===== config.mk =====
export PLATFORM = sky130hd
export DESIGN_NAME = fab_clk_tick_gen
export DESIGN_NICKNAME = d
export VERILOG_FILES = /design/src/rtl/fab_clk_tick_gen.sv
export SDC_FILE = /design/constraint.sdc
export NUM_CORES = 1
export LEC_CHECK = 0
export BUFFER_PORTS_ARGS = -buffer_cell sky130_fd_sc_hd__buf_2
export CAP_MARGIN = 20
export CORE_ASPECT_RATIO = 1.75
export CORE_MARGIN = 1
export CORE_UTILIZATION = 57
export CTS_CLUSTER_SIZE = 25
export DETAILED_ROUTE_END_ITERATION = 16
export PLACE_DENSITY = 0.74
export SLEW_MARGIN = 10
export SYNTH_ARGS = -nofsm -noshare
export SYNTH_HDL_FRONTEND = slang
export SYNTH_SLANG_ARGS = --single-unit

===== constraint.sdc =====
create_clock -name FAB_CLK -period 2.49 [get_ports FAB_CLK]
set_input_delay 0.249 -clock FAB_CLK [delete_from_list [all_inputs] [get_ports FAB_CLK]]
set_output_delay 0.249 -clock FAB_CLK [all_outputs]
set_load 0.02 [all_outputs]

===== src/rtl/fab_clk_tick_gen.sv =====
// -----------------------------------------------------------------------------
// fab_clk_tick_gen
// Fabric timebase for the turret blocks. Runs on FAB_CLK only. It synchronises
// reset, holds the fabric in reset for a startup window, then emits a 1-cycle
// microsecond tick (TICK_1US) and a servo-frame tick (FRAME_TICK). Downstream
// blocks use these as clock enables, never as derived clocks.
//
// Ports
//   FAB_CLK       in   fabric clock from the CCC
//   MSS_RESET_N   in   asynchronous active-low reset
//   FAB_LOCK      in   CCC lock, asynchronous to FAB_CLK (used only with the
//                      lock gate built in)
//   TICK_CLR      in   synchronous restart of prescaler and frame counter (RUN only)
//   RESET_N_SYNC  out  fabric reset: asserts asynchronously, releases in RUN
//   READY         out  high in RUN
//   TICK_1US      out  one-cycle pulse every DIV cycles in RUN
//   FRAME_TICK    out  one-cycle pulse on the tick that wraps FRAME_CNT
//   FRAME_CNT     out  ticks elapsed in the current frame
//
// Build option
//   FAB_LOCK_GATE_EN  when defined, FAB_LOCK is synchronised (2 flops) and loss
//                     of lock forces the block back to WAIT_LOCK. When not
//                     defined, lock is treated as always good (CCC bypass,
//                     where the lock pin is tied low).
// -----------------------------------------------------------------------------
`timescale 1ns/1ps

module fab_clk_tick_gen #(
   parameter int unsigned CLK_HZ         = 100_000_000,
   parameter int unsigned TICK_HZ        = 1_000_000,
   parameter int unsigned STARTUP_CYCLES = 1024,
   parameter int unsigned FRAME_TICKS    = 20000
) (
   input  logic        FAB_CLK,
   input  logic        MSS_RESET_N,
   input  logic        FAB_LOCK,
   input  logic        TICK_CLR,
   output logic        RESET_N_SYNC,
   output logic        READY,
   output logic        TICK_1US,
   output logic        FRAME_TICK,
   output logic [14:0] FRAME_CNT
);

   // state     | meaning
   // WAIT_LOCK | waiting for synchronised reset release and good lock
   // HOLD      | startup window, hold_cnt counts 0..STARTUP_CYCLES-1
   // RUN       | fabric out of reset, prescaler and frame counter active

   localparam int unsigned DIV    = CLK_HZ / TICK_HZ;
   localparam int unsigned PRE_W  = (DIV > 1) ? $clog2(DIV) : 1;
   localparam int unsigned HOLD_W = (STARTUP_CYCLES > 1) ? $clog2(STARTUP_CYCLES) : 1;

   localparam logic [PRE_W-1:0]  PRE_LAST   = PRE_W'(DIV - 1);
   localparam logic [HOLD_W-1:0] HOLD_LAST  = HOLD_W'(STARTUP_CYCLES - 1);
   localparam logic [14:0]       FRAME_LAST = 15'(FRAME_TICKS - 1);

   typedef enum logic [1:0] {
      WAIT_LOCK = 2'd0,
      HOLD      = 2'd1,
      RUN       = 2'd2
   } state_t;

   state_t            state_q, state_d;
   logic [HOLD_W-1:0] hold_cnt_q, hold_cnt_d;
   logic [PRE_W-1:0]  pre_q, pre_d;
   logic [14:0]       frame_cnt_q, frame_cnt_d;
   logic              tick_q, tick_d;
   logic              frame_tick_q, frame_tick_d;
   logic              run_q, run_d;
   logic              rst_meta_q, rst_s_q;
   logic              lock_ok;

   // Reset synchroniser: cleared asynchronously, releases on the 2nd edge.
   always_ff @(posedge FAB_CLK or negedge MSS_RESET_N) begin
      if (!MSS_RESET_N) begin
         rst_meta_q <= 1'b0;
         rst_s_q    <= 1'b0;
      end else begin
         rst_meta_q <= 1'b1;
         rst_s_q    <= rst_meta_q;
      end
   end

`ifdef FAB_LOCK_GATE_EN
   logic lock_meta_q, lock_ok_q;

   always_ff @(posedge FAB_CLK or negedge MSS_RESET_N) begin
      if (!MSS_RESET_N) begin
         lock_meta_q <= 1'b0;
         lock_ok_q   <= 1'b0;
      end else begin
         lock_meta_q <= FAB_LOCK;
         lock_ok_q   <= lock_meta_q;
      end
   end

   assign lock_ok = lock_ok_q;
`else
   // Lock pin is meaningless in CCC bypass; keep it connected but ignored.
   logic unused_fab_lock;
   assign unused_fab_lock = FAB_LOCK;
   assign lock_ok         = 1'b1;
`endif

   always_comb begin
      state_d      = state_q;
      hold_cnt_d   = hold_cnt_q;
      pre_d        = pre_q;
      frame_cnt_d  = frame_cnt_q;
      tick_d       = 1'b0;
      frame_tick_d = 1'b0;

      case (state_q)
         WAIT_LOCK: begin
            hold_cnt_d  = '0;
            pre_d       = '0;
            frame_cnt_d = '0;
            if (rst_s_q && lock_ok) begin
               state_d = HOLD;
            end
         end

         HOLD: begin
            pre_d       = '0;
            frame_cnt_d = '0;
            if (hold_cnt_q == HOLD_LAST) begin
               state_d    = RUN;
               hold_cnt_d = '0;
            end else begin
               hold_cnt_d = hold_cnt_q + HOLD_W'(1);
            end
         end

         RUN: begin
            // Priority: lock loss, then TICK_CLR, then terminal count.
            if (!lock_ok) begin
               state_d     = WAIT_LOCK;
               hold_cnt_d  = '0;
               pre_d       = '0;
               frame_cnt_d = '0;
            end else if (TICK_CLR) begin
               pre_d       = '0;
               frame_cnt_d = '0;
            end else if (pre_q == PRE_LAST) begin
               pre_d  = '0;
               tick_d = 1'b1;
               if (frame_cnt_q == FRAME_LAST) begin
                  frame_cnt_d  = '0;
                  frame_tick_d = 1'b1;
               end else begin
                  frame_cnt_d = frame_cnt_q + 15'd1;
               end
            end else begin
               pre_d = pre_q + PRE_W'(1);
            end
         end

         default: begin
            state_d     = WAIT_LOCK;
            hold_cnt_d  = '0;
            pre_d       = '0;
            frame_cnt_d = '0;
         end
      endcase

      // Registered from the next state so READY tracks RUN cycle-exactly.
      run_d = (state_d == RUN);
   end

   always_ff @(posedge FAB_CLK or negedge MSS_RESET_N) begin
      if (!MSS_RESET_N) begin
         state_q      <= WAIT_LOCK;
         hold_cnt_q   <= '0;
         pre_q        <= '0;
         frame_cnt_q  <= '0;
         tick_q       <= 1'b0;
         frame_tick_q <= 1'b0;
         run_q        <= 1'b0;
      end else begin
         state_q      <= state_d;
         hold_cnt_q   <= hold_cnt_d;
         pre_q        <= pre_d;
         frame_cnt_q  <= frame_cnt_d;
         tick_q       <= tick_d;
         frame_tick_q <= frame_tick_d;
         run_q        <= run_d;
      end
   end

   assign RESET_N_SYNC = run_q;
   assign READY        = run_q;
   assign TICK_1US     = tick_q;
   assign FRAME_TICK   = frame_tick_q;
   assign FRAME_CNT    = frame_cnt_q;

endmodule


==> results of run 1 <==
[synth_stat cells]
| library cell | instances | area share |
|---|---|---|
| a32o_1 | 1 | 0.0052 |
| xor2_1 | 5 | 0.023 |
| or3_1 | 2 | 0.0065 |
| and2_1 | 1 | 0.0032 |
| nor3b_1 | 3 | 0.012 |
| o21ai_0 | 11 | 0.028 |
| xnor2_1 | 6 | 0.027 |
| a21oi_1 | 1 | 0.0026 |
| nor3_1 | 8 | 0.021 |
| inv_1 | 5 | 0.0097 |
| o31ai_1 | 1 | 0.0039 |
| clkbuf_1 | 4 | 0.0077 |
| or2_2 | 1 | 0.0032 |
| or4bb_1 | 1 | 0.0058 |
| buf_4 | 1 | 0.0039 |
| nor2b_1 | 3 | 0.0097 |
| or4_1 | 4 | 0.015 |
| a31oi_1 | 9 | 0.029 |
| mux2_2 | 1 | 0.0058 |
| a211o_1 | 1 | 0.0045 |
| o211ai_1 | 1 | 0.0039 |
| nor2_1 | 21 | 0.041 |
| or4_4 | 1 | 0.0058 |
| and3_1 | 2 | 0.0065 |
| a22o_1 | 3 | 0.014 |
| conb_1 | 1 | 0.0019 |
| a21o_1 | 3 | 0.012 |
| buf_6 | 1 | 0.0058 |
| buf_2 | 1 | 0.0026 |
| nand2_1 | 18 | 0.035 |
| or4b_4 | 1 | 0.0071 |
| nand4_1 | 5 | 0.016 |
| o21a_1 | 2 | 0.0077 |
| nor4_1 | 6 | 0.019 |
| o311a_1 | 3 | 0.015 |
| o311a_2 | 4 | 0.023 |
| nand2b_1 | 2 | 0.0065 |
| ha_1 | 3 | 0.019 |
| dfrtp_1 | 39 | 0.50 |
| nand3_1 | 11 | 0.028 |
[per-stage QoR]
stage	std cells	instance area, sq um	total power, mW
floorplan	197	1940	0.792
global placement	258	2090	0.826
detailed placement	258	2090	0.836
CTS	266	2170	1.24
global route	266	2170	1.28
finish	266	2170	1.22
[placed cells by master (no fill, tap or decap), types with 4 or more instances in the layout]
cell      synthesis  layout
dfrtp_1          39      39
nor2_1           21      21
buf_2             1      21
nand2_1          18      18
o21ai_0          11      11
nand3_1          11      11
a31oi_1           9       9
nor3_1            8       8
xnor2_1           6       6
nor4_1            6       6
xor2_1            5       5
nand4_1           5       5
inv_1             5       5
clkbuf_8          0       5
or4_1             4       4
o311a_2           4       4
buf_4             1       4
[routing by layer]
| layer | vias to the layer above | wire (um) |
|---|---|---|
| met5 | - | 0 |
| met4 | 0 | 102 |
| met3 | 11 | 167 |
| met2 | 47 | 2410 |
| met1 | 789 | 1600 |
| li1 | 768 | - |
[final cells by class]
cell class | count | area [sq um] | share of cell area
inverters | 5 | 18.8 | 0.00865
clock buffers | 7 | 76.3 | 0.0352
repair buffers | 25 | 135 | 0.0622
flip-flops and latches | 39 | 976 | 0.450
multi-input cells | 146 | 906 | 0.417
clock inverters | 1 | 5.00 | 0.00231
well taps | 43 | 53.8 | 0.0248
[sequential cells by signal, indices dropped and copies added, names as in the netlist]
name / flops
FRAME_CNT: 15
state_q: 2
rst_meta_q: 1
hold_cnt_q: 10
READY: 1
pre_q: 7
FRAME_TICK: 1
rst_s_q: 1
TICK_1US: 1
[cell families (layout without fill, tap and decap cells)]
group	count (synthesis)	in the layout	synth area share
AND/OR/NAND/NOR	90	90	0.241
AO/OA/AOI/OAI	40	40	0.149
flip-flops	39	39	0.503
buffers and inverters	12	38	0.0297
XOR/XNOR	11	11	0.0497
adder cells (fa/ha/maj)	3	3	0.0194
other	1	1	0.00193
multiplexers	1	1	0.00581
[how the worst max path moves through the flow]
stage	startpoint	end	slack, ns
2_1_floorplan	pre_q[3]$_DFF_PN0_	FRAME_CNT[2]$_DFFE_PN0P_	0.33
3_3_place_gp	pre_q[3]$_DFF_PN0_	FRAME_CNT[3]$_DFFE_PN0P_	0.27
3_5_place_dp	pre_q[3]$_DFF_PN0_	FRAME_CNT[3]$_DFFE_PN0P_	0.22
4_1_cts	pre_q[3]$_DFF_PN0_	FRAME_CNT[2]$_DFFE_PN0P_	0.20
5_1_grt	pre_q[3]$_DFF_PN0_	FRAME_CNT[2]$_DFFE_PN0P_	0.08
6_report	pre_q[3]$_DFF_PN0_	FRAME_CNT[2]$_DFFE_PN0P_	0.18
[where the power goes]
group	total [mW]	switching [mW]	leakage [nW]	internal, mW
sequential	0.713	0.0414	0.529	0.672
clock	0.404	0.207	0.0422	0.196
combinational	0.107	0.0562	0.417	0.0504
total	1.22	0.305	0.988	0.919
==> out/results.tsv, run 1 <==
metric	value	unit
syn_avg_cell_area	9.84	sq um
grt_use_total	0.272	
drc	0	
slowest_stage	or4_4	
fin_crit	2.31	ns
clk_latency	0.29	ns
nets	229	
port-buffer-count	21	
crit_top_cell	a31oi_1	
rsz0062_at_grt	no	
synth_nets	204	
vdd_ir_drop_max	0.000412	V
crit_family	simple AND/OR/NAND/NOR gates	
reg2reg_slack	0.18	ns
drtIter0Drc	57	
cp.arrival	2.51	ns
fin_setup_tns	0	ns
areaGrowthSynthToFinish	11.9	%
gp_congestion	0.817	
start_util	0.604	
grt_pass1_vias	1615	
overflow	0	
busiest_layer	met2	
path_cells	or4b_4, or4_4, inv_1, a31oi_1, a31oi_1	
finalMaxSlewViolations	0	
netlist_area	1940	sq um
dp_hpwl	3190	um
path_class	reg2reg	
viasPerCell	6.07	
grt_antenna_before_repair	0	
setup_viol	0	
detail-route-antenna-nets	0	
yosysWarnings	0	
rows	27	
first_pass_iters	4	
met3_usage	0.0591	
cts.path.max_buffers	2	
nFillCells	261	
cts_made_buffers	5	
ctsHoldBuffers	0	
core_area	3210	sq um
routed_wl	4270	um
drive_gt1_frac	0.175	
critical_path.max_stage_delay	0.60	ns
hold_viol	0	
utilization	0.676	
powerDensity	564	nW/um^2
fin_skew	0.00481	ns
outcome	finished clean	
tightest_slew	0.853	ns
worst-path-buf-inv	1	
dieArea	3650	sq um
cts_tree	built	
synth_seq_cells	39	
io_pins	23	
start_kind	flop	
grt_max_degree	40	
routedWlPerCell	16.1	um
path_depth	5	
die_h	79.2	um
max_freq	434	MHz
r2r-start	pre_q[3]$_DFF_PN0_	
chipWidth	46.1	um
postSynthCellCount	197	
met1_usage	0.293	
postCtsSetupRepairBufs	0	
grtUsageMet2	0.463	
ctsHtreeMaxLevel	2	
dpl_worst_slack	0.218	ns
p_leak	0.988	nW
post-route-period-util	0.926	
clock_sinks	39	
path_clk_slew	0.07	ns
maxCapViolations	0	
cp_max_fo	13	
hold_slack	0.0673	ns
slew_headroom	0.432	
diodes	0	
ff2ff_path_depth	5	
ys_seq_area_frac	0.503	
dr_total_vias	1615	
worstSetupEndpointType	flop	
r2r-end	FRAME_CNT[2]$_DFFE_PN0P_	
hold_class	in2async	
setup_slack	0.185	ns
grt_pass1_wl	7100	um
synth_cell_type_count	40	
cts_root_buf	clkbuf_8	
cts.repair.resized	0	
crit_required	2.70	ns
(Power assumes the default switching activity.)
==> inputs of run 2 (changes only) <==
--- a/config.mk
+++ b/config.mk
@@ -5,14 +5,14 @@
 export SDC_FILE = /design/constraint.sdc
 export NUM_CORES = 1
 export LEC_CHECK = 0
-export BUFFER_PORTS_ARGS = -buffer_cell sky130_fd_sc_hd__buf_2
+export BUFFER_PORTS_ARGS = -buffer_cell sky130_fd_sc_hd__buf_4
 export CAP_MARGIN = 20
 export CORE_ASPECT_RATIO = 1.75
 export CORE_MARGIN = 1
-export CORE_UTILIZATION = 57
+export CORE_UTILIZATION = 61
 export CTS_CLUSTER_SIZE = 25
 export DETAILED_ROUTE_END_ITERATION = 16
-export PLACE_DENSITY = 0.74
+export PLACE_DENSITY = 0.79
 export SLEW_MARGIN = 10
 export SYNTH_ARGS = -nofsm -noshare
 export SYNTH_HDL_FRONTEND = slang
==> constraint.sdc (replaced) <==
create_clock -name FAB_CLK -period 2.9 [get_ports FAB_CLK]
set_input_delay 0.29 -clock FAB_CLK [delete_from_list [all_inputs] [get_ports FAB_CLK]]
set_output_delay 0.29 -clock FAB_CLK [all_outputs]
set_load 0.02 [all_outputs]
==> run 2 against run 1 <==
Effect of this change: cell area grew 3.5%; die area down 6.3%; critical path depth stayed put; critical endpoint is now FRAME_CNT[3]$_DFFE_PN0P_; hold slack better by 0.10 ns; utilization increased by 8.3 points; fmax is 0.83% lower; global-route usage increased by 3.6 points; critical path type unchanged; combinational power fell by 11%; count of clock-buffer cells in the layout is the same.
==> out/results.tsv, run 2 (synthesis results as in run 1) <==
metric	value	unit	change
outcome	finished clean		
r2r-start	pre_q[3]$_DFF_PN0_		
dieArea	3420	sq um	-6.3%
gp_congestion	0.813		-0.49%
port-buffer-count	21		unchanged
ctsHtreeMaxLevel	2		unchanged
start_kind	flop		
core_area	2960	sq um	-7.8%
cts.path.max_buffers	2		unchanged
layout_common_cells	dfrtp_1, buf_4, nor2_1, nand2_1		
cp-endpoint	FRAME_CNT[3]$_DFFE_PN0P_		
nFillCells	231		-11%
path_depth	5		unchanged
slowest_stage	or4_4		
path_class	reg2reg		
path_cells	or4b_4, or4_4, inv_1, a31oi_1, o21ai_0		
rsz0062_at_grt	no		
cts.repair.resized	0		unchanged
cp.arrival	2.52	ns	about the same
nets	229		unchanged
finalMaxSlewViolations	0		unchanged
largest_reg_flops	15		unchanged
worstSetupEndpointType	flop		
chipWidth	44.6	um	-3.2%
routed_wl	4410	um	+3.3%
place_area	2130	sq um	+2.1%
reg2reg_slack	0.58	ns	+0.39 ns
clock_sinks	39		unchanged
first_pass_iters	4		unchanged
drc	0		unchanged
critical_path.max_stage_delay	0.60	ns	about the same
fin_crit	2.32	ns	+0.0193 ns
grt_antenna_before_repair	0		unchanged
slew_headroom	0.576		+0.145
detail-route-antenna-nets	0		unchanged
areaGrowthSynthToFinish	15.9	%	
max_freq	430	MHz	-0.83%
path_clk_slew	0.08	ns	about the same
cts_tree	built		
io_pins	23		unchanged
postCtsSetupRepairBufs	0		unchanged
worstHoldStart	TICK_CLR		
dr_total_vias	1651		+2.2%
hold_viol	0		unchanged
layout_commonest_cell	dfrtp_1		
fin_skew	0.00708	ns	+0.00227 ns
diodes	0		unchanged
ff2ff_path_depth	5		unchanged
critPathLaunch	pre_q[3]$_DFF_PN0_		
drive_gt1_frac	0.179		+0.00448
crit_family	simple AND/OR/NAND/NOR gates		
setup_viol	0		unchanged
drtIter0Drc	64		+12%
clk_latency	0.29	ns	about the same
cts_made_buffers	5		unchanged
cp_max_fo	13		unchanged
rows	26		-3.7%
seq_area	976	sq um	unchanged
powerDensity	495	nW/um^2	-12%
final_area	2250	sq um	+3.5%
grt_pass1_vias	1726		+6.9%
viasPerCell	6.23		+2.6%
worst-path-buf-inv	1		unchanged
start_util	0.655		+0.0508
tightest_slew	0.630	ns	-0.223 ns
dp_hpwl	3150	um	-1.4%
die_h	76.6	um	-3.3%
maxCapViolations	0		unchanged
grt_use_total	0.308		+0.0355
crit_required	3.10	ns	+0.40 ns
grt_max_degree	40		unchanged
p_leak	0.995	nW	+0.74%
post-route-period-util	0.802		-0.124
overflow	0		unchanged
vdd_ir_drop_max	0.000466	V	+13%
multi_input_area	906	sq um	unchanged
grt_pass1_wl	7620	um	+7.3%
fin_setup_tns	0	ns	unchanged
hold_class	in2reg		
r2r-end	FRAME_CNT[3]$_DFFE_PN0P_		
cts_root_buf	clkbuf_8		
routedWlPerCell	16.7	um	+3.6%
## run 2: timing repair
action	in CTS	in global routing
endpoints found under the hold margin	39	0
hold buffers	1	0
setup endpoints to repair	0	0
## run 2: worst min-delay path by stage
stage,end,depth (start not counted)
finish,FRAME_CNT[4]$_DFFE_PN0P_,2
global route,FRAME_CNT[4]$_DFFE_PN0P_,2
CTS,FRAME_CNT[4]$_DFFE_PN0P_,2
detailed placement,hold_cnt_q[0]$_DFFE_PN0P_,1
global placement,state_q[0]$_DFF_PN0_,1
floorplan,FRAME_CNT[0]$_DFFE_PN0P_,0
## run 2: cell type report
class,instances,area share
clock buffers,7,0.0429
clock inverters,1,0.00334
inverters,5,0.00835
multi-input cells,146,0.403
flip-flops and latches,39,0.434
well taps,42,0.0234
repair buffers,25,0.0846
## run 2: routing by layer
layer / up-vias / wire length [um] / global-route usage
li1: 771 / - / -
met1: 799 / 1560 / 0.322
met2: 61 / 2510 / 0.543
met3: 20 / 197 / 0.0545
met4: 0 / 145 / 0.173
met5: - / 0 / 0
## run 2: through the flow
| step | cells | power, mW | setup slack [ns] | utilization | hold WS [ns] |
|---|---|---|---|---|---|
| floorplan | 197 | 0.680 | 0.745 | - | -0.00559 |
| global placement | 256 | 0.707 | 0.664 | 0.721 | 0.276 |
| detailed placement | 256 | 0.719 | 0.628 | 0.721 | 0.283 |
| CTS | 265 | 1.12 | 0.605 | 0.759 | 0.163 |
| global route | 265 | 1.17 | 0.478 | 0.759 | 0.155 |
| finish | 265 | 1.11 | 0.575 | 0.759 | 0.172 |
## run 2: power breakdown
part,switching [mW],internal [mW],total (mW)
registers,0.0361,0.577,0.613
logic,0.0501,0.0456,0.0957
clock network,0.187,0.216,0.403
==> inputs of run 3 (changes only) <==
--- a/config.mk
+++ b/config.mk
@@ -9,10 +9,10 @@
 export CAP_MARGIN = 20
 export CORE_ASPECT_RATIO = 1.75
 export CORE_MARGIN = 1
-export CORE_UTILIZATION = 61
+export CORE_UTILIZATION = 51
 export CTS_CLUSTER_SIZE = 25
 export DETAILED_ROUTE_END_ITERATION = 16
-export PLACE_DENSITY = 0.79
+export PLACE_DENSITY = 0.7
 export SLEW_MARGIN = 10
 export SYNTH_ARGS = -nofsm -noshare
 export SYNTH_HDL_FRONTEND = slang
==> constraint.sdc (replaced) <==
create_clock -name FAB_CLK -period 2 [get_ports FAB_CLK]
set_input_delay 0.2 -clock FAB_CLK [delete_from_list [all_inputs] [get_ports FAB_CLK]]
set_output_delay 0.2 -clock FAB_CLK [all_outputs]
set_load 0.02 [all_outputs]
==> run 3 against run 2 <==
Effect of this change: the flow now finishes with violations (setup timing); register-to-register slack got worse by 0.67 ns; first-iteration DRC count shrank 3.1%; count of clock-buffer cells in the layout did not move; die area is 19% higher; critical path depth is 1 lower; routed wire length is 11% higher; largest power group unchanged; utilization fell by 7.3 points; total power rose by 38%; hold slack worse by 0.052 ns; cell area up 11%; clock power grew 24%; flip-flop and latch count did not move.
==> out/results.tsv, run 3 (synthesis results as in run 1) <==
metric	value	unit	change
outcome	complete, but fails checks		
violations	setup timing		
grt_antenna_before_repair	0		unchanged
rsz0062_at_grt	yes		
finalMaxSlewViolations	0		unchanged
dpl_worst_slack	-0.108	ns	-0.735 ns
nets	256		+12%
routed_wl	4920	um	+11%
io_pins	23		unchanged
gp_congestion	0.886		+8.9%
layout_common_cells	buf_4, dfrtp_1, nand2_1, nor2_1, nand3_1		
max_freq	477	MHz	+11%
fin_skew	0.00374	ns	-0.00335 ns
slowest_stage	or4_4		
comb_power_share	0.093		+0.007
utilization	0.687		-0.0725
final_area	2490	sq um	+11%
fin_setup_tns	-0.645	ns	-0.645 ns
clkPwrFrac	0.326		-0.036
post-route-period-util	1.05		+0.246
port-buffer-count	21		unchanged
die_h	83.6	um	+9.1%
p_leak	1.13	nW	+13%
areaGrowthSynthToFinish	28.5	%	
seq_area	980	sq um	+0.38%
detail-route-antenna-nets	0		unchanged
viasPerCell	5.98		-4.0%
largest_reg_flops	15		unchanged
setup_slack	-0.0945	ns	-0.670 ns
path_clk_slew	0.07	ns	about the same
drc	0		unchanged
layout_commonest_cell	buf_4		
drive_gt1_frac	0.316		+0.137
setup_viol	10		+10
cp_max_fo	7		-6
grt_pass1_vias	1752		+1.5%
hold_class	in2reg		
start_kind	flop		
switching_share	0.252		+0.00690
nFillCells	295		+28%
reg2reg_slack	-0.09	ns	-0.67 ns
final_cells	296		+12%
dieArea	4060	sq um	+19%
clk_latency	0.28	ns	about the same
grt_pass1_wl	7970	um	+4.6%
powerDensity	616	nW/um^2	+25%
grt_max_degree	40		unchanged
seqPwrFrac	0.581		+0.030
power	1.54	mW	+38%
overflow	0		unchanged
place_area	2330	sq um	+9.2%
vdd_ir_drop_max	0.000575	V	+24%
chipWidth	48.6	um	+8.9%
path_cells	or4b_4, or4_4, or4_1, nand3_1		
cts_made_buffers	5		unchanged
hold_slack	0.120	ns	-0.0524 ns
dr_total_vias	1771		+7.3%
maxCapViolations	0		unchanged
crit_family	simple AND/OR/NAND/NOR gates		
cp.arrival	2.32	ns	-0.20 ns
routedWlPerCell	16.6	um	-0.21%
rows	29		+12%
cts.path.max_buffers	2		unchanged
worstSetupEndpointType	flop		
cts_tree	built		
path_class	reg2reg		
core_area	3630	sq um	+23%
critical_path.max_stage_delay	0.57	ns	-0.03 ns
placed_cells	285		+11%
fin_crit	2.09	ns	-0.230 ns
first_pass_iters	4		unchanged
grt_use_total	0.255		-0.0526
crit_required	2.22	ns	-0.88 ns
cts_root_buf	clkbuf_8		
ctsHtreeMaxLevel	2		unchanged
multi_input_area	957	sq um	+5.7%
diodes	0		unchanged
drtIter0Drc	62		-3.1%
start_util	0.534		-0.121
hold_viol	0		unchanged
p_sw	0.388	mW	+42%
dp_hpwl	3550	um	+13%
clock_sinks	39		unchanged
p_int	1.15	mW	+37%
worst-path-buf-inv	0		-1
[run 3: layout make-up]
class | instances | share of cell area
Sequential cell | 39 | 0.393
Multi-Input combinational cell | 147 | 0.384
Timing Repair Buffer | 51 | 0.159
Clock buffer | 7 | 0.0306
Tap cell | 46 | 0.0231
Inverter | 5 | 0.00753
Clock inverter | 1 | 0.00201
[run 3: routing by layer]
metal | global-route usage | part of all wire | up-vias
met1 | 0.267 | 0.38 | 881
met4 | 0.0882 | 0.020 | 0
li1 | - | - | 826
met5 | 0 | 0 | -
met2 | 0.489 | 0.56 | 56
met3 | 0.0474 | 0.041 | 8
[run 3: repair_timing]
| action | in CTS | in global routing |
|---|---|---|
| hold endpoints to repair | 39 | 0 |
| endpoints found under the setup margin | 14 | 11 |
| resized for setup | 8 | 7 |
| gates cloned | 1 | 0 |
| hold buffers | 1 | 0 |
| pin swaps | 2 | 3 |
| setup buffers | 0 | 1 |
[run 3: path summary, 6_finish.rpt]
path,depth (start not counted),to,from
worst max-delay path,4,FRAME_CNT[6]$_DFFE_PN0P_,pre_q[3]$_DFF_PN0_
worst min-delay path,2,FRAME_CNT[4]$_DFFE_PN0P_,TICK_CLR
worst max register to register,4,FRAME_CNT[6]$_DFFE_PN0P_,pre_q[3]$_DFF_PN0_
worst min register to register,0,rst_s_q$_DFF_PN0_,rst_meta_q$_DFF_PN0_
max in group asynchronous,2,FRAME_CNT[13]$_DFFE_PN0P_,MSS_RESET_N
min in group asynchronous,2,hold_cnt_q[2]$_DFFE_PN0P_,MSS_RESET_N
[run 3: power groups by stage]
stage	combinational, mW	sequential [mW]	clock (mW)
2_1_floorplan	0.0952	0.891	0
3_3_place_gp	0.131	0.900	0
3_5_place_dp	0.142	0.906	0
4_1_cts	0.144	0.890	0.520
5_1_grt	0.161	0.901	0.554
6_report	0.143	0.893	0.500
